**src/rtl/reg_alu_engine.sv**
```systemverilog
// Register-file ALU engine: single-issue instructions, one-cycle ALU ops and a
// WIDTH-cycle shift-add multiplier, with a combinational observation read port.
`timescale 1ns/1ps
module reg_alu_engine #(
   parameter int WIDTH = 16,
   parameter int NREG  = 8,
   localparam int AW   = $clog2(NREG),
   localparam int SW   = $clog2(WIDTH)
) (
   input  logic             clk,
   input  logic             rst,
   input  logic             instr_valid,
   output logic             instr_ready,
   input  logic [3:0]       opcode,
   input  logic [AW-1:0]    src1,
   input  logic [AW-1:0]    src2,
   input  logic [AW-1:0]    dest,
   input  logic [WIDTH-1:0] imm,
   output logic             done,
   output logic [WIDTH-1:0] result,
   output logic             zero,
   output logic             carry,
   output logic             err,
   input  logic [AW-1:0]    rd_addr,
   output logic [WIDTH-1:0] rd_data
);

   localparam logic [3:0] OP_NOP  = 4'd0;
   localparam logic [3:0] OP_ADD  = 4'd1;
   localparam logic [3:0] OP_SUB  = 4'd2;
   localparam logic [3:0] OP_AND  = 4'd3;
   localparam logic [3:0] OP_OR   = 4'd4;
   localparam logic [3:0] OP_XOR  = 4'd5;
   localparam logic [3:0] OP_NOT  = 4'd6;
   localparam logic [3:0] OP_SHL  = 4'd7;
   localparam logic [3:0] OP_SHR  = 4'd8;
   localparam logic [3:0] OP_LDI  = 4'd9;
   localparam logic [3:0] OP_MOV  = 4'd10;
   localparam logic [3:0] OP_MUL  = 4'd11;

   typedef enum logic [1:0] {S_IDLE, S_MUL, S_DONE} state_e;

   state_e state_q, state_d;

   logic [WIDTH-1:0] regs_q [NREG];
   logic [WIDTH-1:0] op_a, op_b;
   logic [WIDTH:0]   add_ext, sub_ext;
   logic [WIDTH-1:0] alu_res;
   logic             alu_carry, alu_wr, illegal;
   logic             accept;

   logic [WIDTH-1:0] acc_q, mcand_q, mplier_q, mul_sum;
   logic [SW-1:0]    cnt_q;
   logic [AW-1:0]    dest_q;
   logic             mul_last;

   logic             wr_en;
   logic [AW-1:0]    wr_addr;
   logic [WIDTH-1:0] wr_data;

   logic [WIDTH-1:0] result_q;
   logic             zero_q, carry_q, err_q;

   // ---------------- FSM ----------------
   always_ff @(posedge clk or posedge rst) begin
      if (rst) state_q <= S_IDLE;
      else     state_q <= state_d;
   end

   always_comb begin
      state_d = state_q;
      unique case (state_q)
         S_IDLE:  if (accept) state_d = (opcode == OP_MUL) ? S_MUL : S_DONE;
         S_MUL:   if (mul_last) state_d = S_DONE;
         S_DONE:  state_d = S_IDLE;
         default: state_d = S_IDLE;
      endcase
   end

   // done decodes straight from state so an async reset kills the pulse at once
   always_comb begin
      instr_ready = (state_q == S_IDLE);
      done        = (state_q == S_DONE);
   end

   assign accept = instr_valid & instr_ready;

   // ---------------- ALU ----------------
   assign op_a    = regs_q[src1];
   assign op_b    = regs_q[src2];
   assign add_ext = {1'b0, op_a} + {1'b0, op_b};
   assign sub_ext = {1'b0, op_a} - {1'b0, op_b};

   always_comb begin
      alu_res   = '0;
      alu_carry = 1'b0;
      alu_wr    = 1'b1;
      illegal   = 1'b0;
      unique case (opcode)
         OP_NOP:  alu_wr = 1'b0;
         OP_ADD:  {alu_carry, alu_res} = add_ext;
         OP_SUB:  {alu_carry, alu_res} = sub_ext;
         OP_AND:  alu_res = op_a & op_b;
         OP_OR:   alu_res = op_a | op_b;
         OP_XOR:  alu_res = op_a ^ op_b;
         OP_NOT:  alu_res = ~op_a;
         OP_SHL:  alu_res = op_a << op_b[SW-1:0];
         OP_SHR:  alu_res = op_a >> op_b[SW-1:0];
         OP_LDI:  alu_res = imm;
         OP_MOV:  alu_res = op_a;
         OP_MUL:  alu_wr  = 1'b0;
         default: begin
            alu_wr  = 1'b0;
            illegal = 1'b1;
         end
      endcase
   end

   // ---------------- shift-add multiplier ----------------
   assign mul_sum  = acc_q + (mplier_q[0] ? mcand_q : '0);
   assign mul_last = (state_q == S_MUL) && (cnt_q == SW'(WIDTH - 1));

   always_ff @(posedge clk or posedge rst) begin
      if (rst) begin
         acc_q    <= '0;
         mcand_q  <= '0;
         mplier_q <= '0;
         cnt_q    <= '0;
         dest_q   <= '0;
      end else if (accept && opcode == OP_MUL) begin
         acc_q    <= '0;
         mcand_q  <= op_a;
         mplier_q <= op_b;
         cnt_q    <= '0;
         dest_q   <= dest;
      end else if (state_q == S_MUL) begin
         acc_q    <= mul_sum;
         mcand_q  <= mcand_q << 1;
         mplier_q <= mplier_q >> 1;
         cnt_q    <= cnt_q + SW'(1);
      end
   end

   // ---------------- register file ----------------
   always_comb begin
      wr_en   = 1'b0;
      wr_addr = dest;
      wr_data = alu_res;
      if (accept && alu_wr) begin
         wr_en = 1'b1;
      end else if (mul_last) begin
         wr_en   = 1'b1;
         wr_addr = dest_q;
         wr_data = mul_sum;
      end
   end

   // R0 is never written, so it holds its reset value of zero
   always_ff @(posedge clk or posedge rst) begin
      if (rst) begin
         for (int i = 0; i < NREG; i++) regs_q[i] <= '0;
      end else if (wr_en && wr_addr != '0) begin
         regs_q[wr_addr] <= wr_data;
      end
   end

   assign rd_data = regs_q[rd_addr];

   // ---------------- result / flags ----------------
   always_ff @(posedge clk or posedge rst) begin
      if (rst) begin
         result_q <= '0;
         zero_q   <= 1'b0;
         carry_q  <= 1'b0;
         err_q    <= 1'b0;
      end else begin
         if (accept) begin
            err_q <= illegal;
            if (alu_wr) begin
               result_q <= alu_res;
               zero_q   <= (alu_res == '0);
               carry_q  <= alu_carry;
            end
         end
         if (mul_last) begin
            result_q <= mul_sum;
            zero_q   <= (mul_sum == '0);
            carry_q  <= 1'b0;
         end
      end
   end

   assign result = result_q;
   assign zero   = zero_q;
   assign carry  = carry_q;
   assign err    = err_q;

endmodule
```
**config.mk**
```make
export PLATFORM = sky130hd
export DESIGN_NAME = reg_alu_engine
export DESIGN_NICKNAME = d
export VERILOG_FILES = /design/src/rtl/reg_alu_engine.sv
export SDC_FILE = /design/constraint.sdc
export NUM_CORES = 1
export LEC_CHECK = 0
export ABC_AREA = 1
export BUFFER_PORTS_ARGS = -buffer_cell sky130_fd_sc_hd__buf_2
export CAP_MARGIN = 20
export CORE_MARGIN = 8
export CORE_UTILIZATION = 40
export CTS_BUF_LIST = sky130_fd_sc_hd__clkbuf_16
export CTS_CLUSTER_DIAMETER = 40
export CTS_CLUSTER_SIZE = 16
export DETAILED_ROUTE_END_ITERATION = 16
export GPL_TIMING_DRIVEN = 0
export HOLD_SLACK_MARGIN = 0.03
export SETUP_SLACK_MARGIN = 0.2
export SYNTH_ARGS = -nofsm -noshare
export SYNTH_HDL_FRONTEND = slang
export SYNTH_SLANG_ARGS = --single-unit
```
**constraint.sdc**
```tcl
create_clock -name clk -period 7.85 [get_ports clk]
set_clock_uncertainty 0.15 [all_clocks]
set_input_delay 1.1775 -clock clk [delete_from_list [all_inputs] [get_ports clk]]
set_output_delay 1.1775 -clock clk [all_outputs]
set_load 0.02 [all_outputs]
```
==> flow_metrics.py <==
metrics = {
    "synth": {
        "yosysWarnings": 0,
        "synthArstFlopShare_pct": 100,
        "syn_avg_cell_area_um2": 6.42,
        "synth.cell_area_um2": 16500,
        "ys_types": 49,
        "synth-edff-count": 0,
        "synth_nets": 2676,
        "ys_seq_area_share_pct": 30.9,
        "synthCells": 2571,
        "synth-seq-cells": 204,
        "ys.flop_type": "dfrtp_1",
    },
    "routing": {
        "wl_per_cell_um": 23.3,
        "dr.pass1.iters": 6,
        "wirelength_um": 75200,
        "drtIter0Drc": 2099,
        "drc": 0,
        "route.vias.total": 18603,
        "ant_nets": 0,
        "drt-vias-per-instance": 5.77,
    },
    "cts": {
        "hold_buffers": 0,
        "cts_setup_buffers": 0,
        "cts.sinks": 204,
        "htree_levels": 1,
        "ctsResizeCount": 0,
        "cts_buffer_depth": 3,
        "cts_made_buffers": 28,
        "ctsRootBufferMaster": "clkbuf_16",
        "cts_tree": "built",
        "clk_pin_slew_ns": 0.06,
        "insertion_delay_ns": 0.56,
    },
    "layout": {
        "drive_above_1_share_pct": 9.07,
        "final_cells": 3223,
        "final_nets": 2773,
        "area_growth_pct": 12.1,
        "final_cell_mix": "nand2_1, inv_1, nand3_1",
        "final_common_cell": "nand2_1",
    },
    "pwr": {
        "pwr_density_cell_nw_per_um2": 268,
        "p_leak_nw": 9.19,
        "irDropWorstVdd_mv": 0.208,
    },
    "placement": {
        "dpl.hpwl_um": 58900,
        "dp_slack_ns": 1.53,
        "placedCellCount": 3170,
        "port_buffers": 66,
        "place.gp.congestion": 1.04,
    },
    "floorplan": {
        "die_w_um": 219,
        "die_y_um": 219,
        "row_count": 74,
        "io_pins": 72,
        "initial_core_util_pct": 40.5,
        "fp.coreArea_um2": 40700,
        "die_area_um2": 48000,
    },
    "hold_path": {
        "hold_class": "flip-flop to flip-flop",
    },
    "worst_setup_path": {
        "cp.required_ns": 8.14,
        "cp_top_family": "simple AND/OR/NAND/NOR gates",
        "critPathMaxFanout": 10,
        "path_buf_inv": 7,
        "crit_arrival_ns": 6.26,
        "worstSetupPathType": "input pin to flip-flop",
        "cp_slowest_cell": "clkbuf_1",
        "worstPathCellList": "buf_6, buf_2, clkbuf_1, clkbuf_1, o21ai_0, nand3_1, nand2_1, ha_1, inv_1, nand2_1, nor2_1, nand4_1, nand3_1, nand2_1, nand3_1, nand2_1, inv_1, nand4_1, or2_1, buf_2, nand3_1, o21ai_1",
        "cp-start-kind": "input pin",
        "end_kind": "flip-flop",
        "cpPeakStageDelay_ns": 0.53,
    },
    "timing": {
        "tns_ns": 0,
        "final_hold_viol_count": 0,
        "min_period_ns": 5.97,
        "fmax_mhz": 167,
        "rsz0062_at_grt": "false",
        "setup_ws_ns": 1.88,
        "post-route-period-util_pct": 76.1,
        "fin_hold_ws_ns": 0.337,
        "setup_viol": 0,
        "finalMaxSlewViolations": 0,
        "relSlewSlack_pct": 29.6,
        "worstMarginPinSlew_ns": 1.05,
    },
    "global_routing": {
        "antenna_found_initial": 1,
        "gr-usage-all-layers_pct": 30.6,
        "grt_pass1_vias": 17316,
        "grt_pass1_wl_um": 111000,
        "grt_max_degree": 133,
        "overflow": 0,
    },
    "run": {
        "cap_violations": 0,
    },
    "run_status": {
        "status": "finished clean",
    },
}
power by group:
group	internal, mW	switching, mW
combinational	0.613	1.48
sequential	1.35	0.237
clock	0.733	0.553
state kept, by name, summed over array words and instances, names as in the netlist:
name      count
regs_q      128
mplier_q     16
dest_q        3
zero          1
cnt_q         4
result       16
mcand_q      16
err           1
carry         1
acc_q        16
state_q       2
cell type report:
class | count | area (um2)
diodes | 1 | 2.50
plain buffers | 154 | 746
clock buffers | 29 | 726
clock inverters | 23 | 241
fillers | 4343 | 22200
inverters | 309 | 1170
multi-input cells | 1904 | 9490
flip-flops and latches | 204 | 5100
well taps | 532 | 666
repair buffers | 67 | 358
metrics by stage:
step / utilization, % / total power, mW / cell area [um2]
global placement: 43.0 / 3.59 / 17500
detailed placement: 43.0 / 3.62 / 17500
floorplan: - / 2.88 / 16500
global route: 45.4 / 5.25 / 18500
finish: 45.4 / 4.97 / 18500
CTS: 45.4 / 4.92 / 18500
worst paths after layout:
kind,startpoint,to,slack [ns],cells after the start
worst max-delay path,src2[0],regs_q[76],1.88,22
worst min-delay path,dest_q[0],dest_q[0],0.34,2
worst max register to register,regs_q[64],regs_q[76],2.95,23
worst min register to register,dest_q[0],dest_q[0],0.34,2
max in group asynchronous,rst,acc_q[11],5.98,3
min in group asynchronous,rst,regs_q[112],0.51,2
worst reg2reg max path, stage by stage, from the launching register on:
cell and delay, ns:
dfrtp_1 0.46, inv_1 0.09, nand2_1 0.07, nand3_1 0.08
nand2_1 0.10, nand2_1 0.05, nand2_1 0.30, inv_1 0.25
ha_1 0.29, fa_1 0.46, inv_1 0.10, nand2_1 0.07
o21ai_1 0.26, nand4_1 0.24, nand3_1 0.19, nand2_1 0.06
nand3_1 0.06, nand2_1 0.16, inv_1 0.10, nand4_1 0.49
or2_1 0.41, buf_2 0.16, nand3_1 0.11, o21ai_1 0.09
per-layer routing:
layer | GRT usage (%) | part of all wire (%) | vias to the layer above
met3 | 6.73 | 10 | 164
li1 | - | - | 8644
met4 | 12.3 | 4.7 | 0
met2 | 46.1 | 42 | 959
met1 | 42.0 | 43 | 8836
met5 | 0 | 0 | -
Yosys cell counts (2+ instances only):
| cell type | instances | area share, % |
|---|---|---|
| a21oi_1 | 150 | 4.5 |
| buf_2 | 38 | 1.2 |
| buf_1 | 10 | 0.23 |
| inv_1 | 289 | 6.6 |
| o22ai_1 | 14 | 0.53 |
| xnor2_1 | 6 | 0.32 |
| fa_1 | 3 | 0.36 |
| o21ai_2 | 9 | 0.48 |
| o2111ai_1 | 5 | 0.27 |
| nand3b_1 | 3 | 0.14 |
| nand3_1 | 250 | 7.6 |
| nor2_2 | 9 | 0.34 |
| nand4_1 | 24 | 0.91 |
| a31oi_1 | 19 | 0.72 |
| a221oi_1 | 19 | 1.0 |
| ha_1 | 67 | 5.1 |
| clkbuf_1 | 87 | 2.0 |
| o211ai_1 | 11 | 0.50 |
| nand2_2 | 27 | 1.0 |
| nor2_1 | 135 | 3.1 |
| xor2_1 | 8 | 0.42 |
| buf_6 | 13 | 0.89 |
| buf_4 | 6 | 0.27 |
| or2_1 | 4 | 0.15 |
| clkinv_1 | 4 | 0.091 |
| nor3_1 | 10 | 0.30 |
| or2_2 | 3 | 0.11 |
| nand3_2 | 2 | 0.12 |
| a21o_1 | 2 | 0.091 |
| dfrtp_1 | 204 | 31 |
| o21ai_0 | 220 | 6.7 |
| o221ai_1 | 30 | 1.6 |
| nor4_1 | 4 | 0.15 |
| o21bai_1 | 4 | 0.18 |
| o21ai_1 | 70 | 2.1 |
| a32o_1 | 5 | 0.30 |
| inv_2 | 16 | 0.36 |
| a22oi_1 | 2 | 0.091 |
| nand2_1 | 779 | 18 |
kinds of logic (layout without fill, tap and decap cells):
kind of cell,after synthesis,after routing,synth area share [%]
compound gates,567,567,19.5
xor+xnor,14,14,0.743
fa+ha+maj,70,70,5.44
buf+inv,463,582,11.5
flops,204,204,30.9
mux,1,1,0.0607
other cells,0,1,0
simple gates,1252,1252,31.7
No activity file was read; power rests on OpenSTA's default activity.
